===== src/rtl/spike_output_collector.sv =====
// spike_output_collector
//   Output stage behind the partial-sum NoC port. Integrates partial sums into
//   per-neuron membrane potentials for each timestep, fires with
//   subtract-reset at THRESHOLD, and hands one spike bitmap per timestep
//   downstream over valid/ready. After the last timestep it pulses done.
//
// Ports
//   clk, reset          : rising-edge clock, synchronous active-high reset
//   in_valid/in_ready   : packet handshake from the NoC output interface
//   in_data[63:0]       : [55:54] type, [47:44] row, [43:40] col,
//                         [39:38] timestep, [PSUM_W-1:0] unsigned psum
//   out_valid/out_ready : spike bitmap handshake
//   out_spikes          : bitmap, bit index = row*OUT_DIM+col
//   out_timestep        : timestep of out_spikes
//   done                : one-cycle pulse after the final bitmap handshake
//   drop_count          : saturating count of rejected packets
//   busy                : high from first accepted packet until done
module spike_output_collector #(
  parameter int unsigned OUT_DIM   = 3,
  parameter int unsigned TIMESTEPS = 2,
  parameter int unsigned PSUM_W    = 13,
  parameter int unsigned THRESHOLD = 64
) (
  input  logic                         clk,
  input  logic                         reset,
  input  logic                         in_valid,
  output logic                         in_ready,
  input  logic [63:0]                  in_data,
  output logic                         out_valid,
  input  logic                         out_ready,
  output logic [OUT_DIM*OUT_DIM-1:0]   out_spikes,
  output logic [1:0]                   out_timestep,
  output logic                         done,
  output logic [7:0]                   drop_count,
  output logic                         busy
);

  localparam int unsigned N  = OUT_DIM * OUT_DIM;
  localparam int unsigned VW = PSUM_W + 1;

  localparam logic [3:0]    DIM4    = 4'(OUT_DIM);
  localparam logic [7:0]    DIM8    = 8'(OUT_DIM);
  localparam logic [1:0]    LAST_TS = 2'(TIMESTEPS - 1);
  localparam logic [VW-1:0] THR     = VW'(THRESHOLD);

  typedef enum logic [1:0] {
    S_COLLECT = 2'd0,
    S_EMIT    = 2'd1,
    S_DONE    = 2'd2
  } state_t;

  state_t               st_q, st_d;
  logic [N-1:0][VW-1:0] v_q, v_d;
  logic [N-1:0]         recv_q, recv_d;
  logic [N-1:0]         spk_q, spk_d;
  logic [1:0]           ts_q, ts_d;
  logic [7:0]           drop_q, drop_d;
  logic                 busy_q, busy_d;

  // Packet fields
  logic [1:0]        pkt_type;
  logic [3:0]        pkt_row, pkt_col;
  logic [1:0]        pkt_ts;
  logic [PSUM_W-1:0] pkt_psum;
  logic              unused_in_bits;

  assign pkt_type       = in_data[55:54];
  assign pkt_row        = in_data[47:44];
  assign pkt_col        = in_data[43:40];
  assign pkt_ts         = in_data[39:38];
  assign pkt_psum       = in_data[PSUM_W-1:0];
  assign unused_in_bits = ^{in_data[63:56], in_data[53:48], in_data[37:PSUM_W]};

  logic [7:0]    idx;
  logic [N-1:0]  sel;
  logic          addr_ok;
  logic          hit;
  logic [VW-1:0] v_sel;
  logic [VW:0]   sum;
  logic [VW-1:0] sat;
  logic [VW-1:0] v_new;
  logic          fire;

  // Neuron update datapath: one-hot select, saturating add, subtract-reset.
  always_comb begin
    idx     = 8'(pkt_row) * DIM8 + 8'(pkt_col);
    addr_ok = (pkt_type == 2'b10) && (pkt_row < DIM4) && (pkt_col < DIM4) &&
              (pkt_ts == ts_q);
    sel     = '0;
    v_sel   = '0;
    for (int unsigned i = 0; i < N; i++) begin
      sel[i] = (idx == 8'(i));
      if (sel[i]) v_sel = v_q[i];
    end
    // An out-of-range address leaves sel all-zero, but addr_ok already fails.
    hit   = addr_ok && ((sel & recv_q) == '0);
    sum   = {1'b0, v_sel} + (VW + 1)'(pkt_psum);
    sat   = sum[VW] ? '1 : sum[VW-1:0];
    fire  = (sat >= THR);
    v_new = fire ? (sat - THR) : sat;
  end

  // Next-state and datapath control
  always_comb begin
    st_d   = st_q;
    v_d    = v_q;
    recv_d = recv_q;
    spk_d  = spk_q;
    ts_d   = ts_q;
    drop_d = drop_q;
    busy_d = busy_q;
    unique case (st_q)
      S_COLLECT: begin
        if (in_valid) begin
          if (hit) begin
            for (int unsigned i = 0; i < N; i++) begin
              if (sel[i]) begin
                v_d[i]   = v_new;
                spk_d[i] = fire;
              end
            end
            recv_d = recv_q | sel;
            busy_d = 1'b1;
            if (&recv_d) st_d = S_EMIT;
          end else if (drop_q != '1) begin
            drop_d = drop_q + 8'd1;
          end
        end
      end
      S_EMIT: begin
        if (out_ready) begin
          spk_d  = '0;
          recv_d = '0;
          if (ts_q == LAST_TS) begin
            st_d = S_DONE;
          end else begin
            ts_d = ts_q + 2'd1;
            st_d = S_COLLECT;
          end
        end
      end
      S_DONE: begin
        st_d   = S_COLLECT;
        v_d    = '0;
        ts_d   = '0;
        busy_d = 1'b0;
      end
      default: st_d = S_COLLECT;
    endcase
  end

  always_ff @(posedge clk) begin
    if (reset) begin
      st_q   <= S_COLLECT;
      v_q    <= '0;
      recv_q <= '0;
      spk_q  <= '0;
      ts_q   <= '0;
      drop_q <= '0;
      busy_q <= 1'b0;
    end else begin
      st_q   <= st_d;
      v_q    <= v_d;
      recv_q <= recv_d;
      spk_q  <= spk_d;
      ts_q   <= ts_d;
      drop_q <= drop_d;
      busy_q <= busy_d;
    end
  end

  assign in_ready     = (st_q == S_COLLECT);
  assign out_valid    = (st_q == S_EMIT);
  assign out_spikes   = (st_q == S_EMIT) ? spk_q : '0;
  assign out_timestep = ts_q;
  assign done         = (st_q == S_DONE);
  assign drop_count   = drop_q;
  assign busy         = busy_q;

endmodule


===== config.mk =====
export PLATFORM = sky130hd
export DESIGN_NAME = spike_output_collector
export DESIGN_NICKNAME = d
export VERILOG_FILES = /design/src/rtl/spike_output_collector.sv
export SDC_FILE = /design/constraint.sdc
export NUM_CORES = 1
export LEC_CHECK = 0
export BUFFER_PORTS_ARGS = -buffer_cell sky130_fd_sc_hd__buf_2
export CORE_MARGIN = 2
export CORE_UTILIZATION = 45
export DETAILED_ROUTE_END_ITERATION = 10
export PLACE_DENSITY_LB_ADDON = 0.05
export RECOVER_POWER = 50
export SLEW_MARGIN = 20
export SYNTH_ARGS = -nofsm -noshare
export SYNTH_HDL_FRONTEND = slang
export SYNTH_SLANG_ARGS = --single-unit
export TNS_END_PERCENT = 10

===== constraint.sdc =====
create_clock -name clk -period 8.8 [get_ports clk]
set_input_delay 0.44 -clock clk [delete_from_list [all_inputs] [get_ports clk]]
set_output_delay 0.44 -clock clk [all_outputs]
set_load 0.05 [all_outputs]

==> impl_metrics.ini <==
[cts]
cts_max_path_buffers = 2
clk_pin_slew_ns = 0.07
htreeDepth = 4
cts-buffers-inserted = 17
post_cts_buffers = 0
clkLatencyLatePin_ns = 0.44
ctsHoldBuffers = 0
cts_resized = 0
clock-root-buffer = clkbuf_16
cts_tree = built
cts.sinks = 157

[pwr]
p_leak_nw = 3.38
power_density_nw_per_um2 = 177
ir_drop_mv = 0.140
p_total_w = 0.00163

[global_routing]
track_usage = 0.255
grt_pass1_vias = 6884
grt_pass1_wl_um = 38500
grt.overflow.total = 0
grt_max_degree = 55
antenna_found_initial = 0

[final_layout]
nFillCells = 1767
finish.net_count = 1148
drive_above_1_share = 0.115
regArea_sq_um = 3140
num_antenna_cells = 0
areaGrowthSynthToFinish_pct = 13.5
fin_cells = 1291
fin_util = 0.516
multi_input_area_sq_um = 4630

[synth]
synth_seq_cells = 157
synth_cell_types = 72
syn_avg_cell_area_sq_um = 8.02
synth_nets = 1110
yosysSeqAreaShare = 0.387
mappedNetlistArea_sq_um = 8120
yosysWarningCount = 0
synthArstFlopShare = 0
synth_enable_flop_cells = 0
synthCells = 1012
ys.flop_type = dfxtp_1

[timing]
finalSetupTns_ns = 0
tightest_slew_ns = 1.11
finalHoldViolations = 0
rsz0062_at_grt = false
period_share = 0.901
final-setup-viol-count = 0
max_freq_mhz = 126
whs_ns = 0.377
drv_slew = 0
min_period_ns = 7.92
slew_headroom = 0.258
skew_ns = 0.0161

[floorplan]
start_util = 0.455
die_y_um = 138
ios = 91
std_cell_rows = 49
fp.dieArea_sq_um = 19100
core_sq_um = 17800
fp.dieW_um = 138

[detailed_routing]
vias = 7574
drtAntennaViolNets = 0
drc = 0
post_drt_wl_per_cell_um = 18.9
avgViaCountPerCell = 5.87
routed_wl_um = 24400
firstDrtPassIters = 5
drt_iter0_markers = 575

[worst_setup_path]
end_kind = flip-flop
worstPathArrival_ns = 8.25
cpMaxStageDelayCell = or4_1
cpPeakStageDelay_ns = 0.55
startpoint_type = primary input
path_class = primary input to flip-flop
required_ns = 9.13
critPathMaxFanout = 14

[placement]
io_buffer_count = 51
place.gp.congestion = 0.872
hpwl_um = 16600
dp.cells = 1260

[job]
drv_cap = 0

[run_status]
outcome = finished, final reports clean

[min_path]
hold_path_class = primary input to flip-flop
==> worst paths after layout <==
path,start,to,slack (ns),cells past startpoint
min reg2reg,v_q[74],v_q[74],0.45,2
max reg2reg,v_q[53],v_q[26],3.21,20
max,in_data[41],v_q[26],0.88,32
min,out_ready,st_q[0],0.38,3
==> routing by layer <==
layer  track usage  share of wire
met5             0              0
met4        0.0704          0.017
met3        0.0471          0.061
met2         0.397           0.45
met1         0.363           0.47
==> sequential cells by signal, summed over array words and instances, names as in the netlist <==
name          count
v_q             126
recv_q            9
out_timestep      2
st_q              2
drop_count        8
busy              1
spk_q             9
==> worst max-delay path, delay by kind of cell <==
kind                       cells  cell delay [ns]
AOI/OAI and AO/OA              9             2.21
and+or+nand+nor               11             2.68
buffers and inverters          7             1.22
adders and majority gates      5             1.68
==> synth_stat cells, drive strengths merged (8+ instances only) <==
cell type | instances | area share
nor2 | 68 | 0.031
nand3 | 75 | 0.046
xor2 | 9 | 0.0097
and2 | 12 | 0.0092
buf | 23 | 0.013
o21ai | 81 | 0.050
a21oi | 125 | 0.080
dfxtp | 157 | 0.39
ha | 25 | 0.039
inv | 23 | 0.011
a41oi | 9 | 0.0097
a221o | 8 | 0.0099
clkbuf | 44 | 0.020
a22oi | 43 | 0.040
nor3 | 12 | 0.0088
nand2 | 153 | 0.071
==> report_power, final <==
part           internal [W]  total (W)  switching, W
sequential         0.000711   0.000712    0.00000102
clock              0.000400   0.000726      0.000327
combinational     0.0000609   0.000196      0.000135
==> placed cells by master, fill, tap and decap left out, types with 8 or more instances in the layout <==
master     count
a21oi_1      118
a22oi_1       43
nor2_1        68
clkbuf_16     17
buf_4         34
ha_1          25
a41oi_1        9
a221o_1        8
dfxtp_1      157
o21ai_1       13
nor3_1         9
nand2_1      153
inv_1         22
xor2_1         9
buf_2         28
clkbuf_1      24
nand3_1       75
o21ai_0       68
and2_1        12
==> stage by stage <==
step           cell area [sq um]  setup slack [ns]
2_1_floorplan               8120              1.29
3_3_place_gp                8670             0.817
3_5_place_dp                8670             0.784
4_1_cts                     9250              1.19
5_1_grt                     9210             0.297
6_report                    9210             0.875
==> area by class of cell <==
class	count	area share
clock buffers	17	0.0462
clock inverters	14	0.0164
inverters	23	0.00937
multi-input cells	765	0.503
flip-flops and latches	157	0.341
well taps	229	0.0311
repair buffers	86	0.0527
==> cells by family (layout without fill, tap and decap cells) <==
kind of cell | count (synthesis) | in the layout | synth area share
simple gates | 378 | 378 | 0.217
buf+inv | 90 | 140 | 0.0441
fa+ha+maj | 30 | 30 | 0.0509
mux | 17 | 17 | 0.0322
xor+xnor | 16 | 16 | 0.0173
compound gates | 324 | 324 | 0.252
flops | 157 | 157 | 0.387
Power figures use the tool's default switching activity.
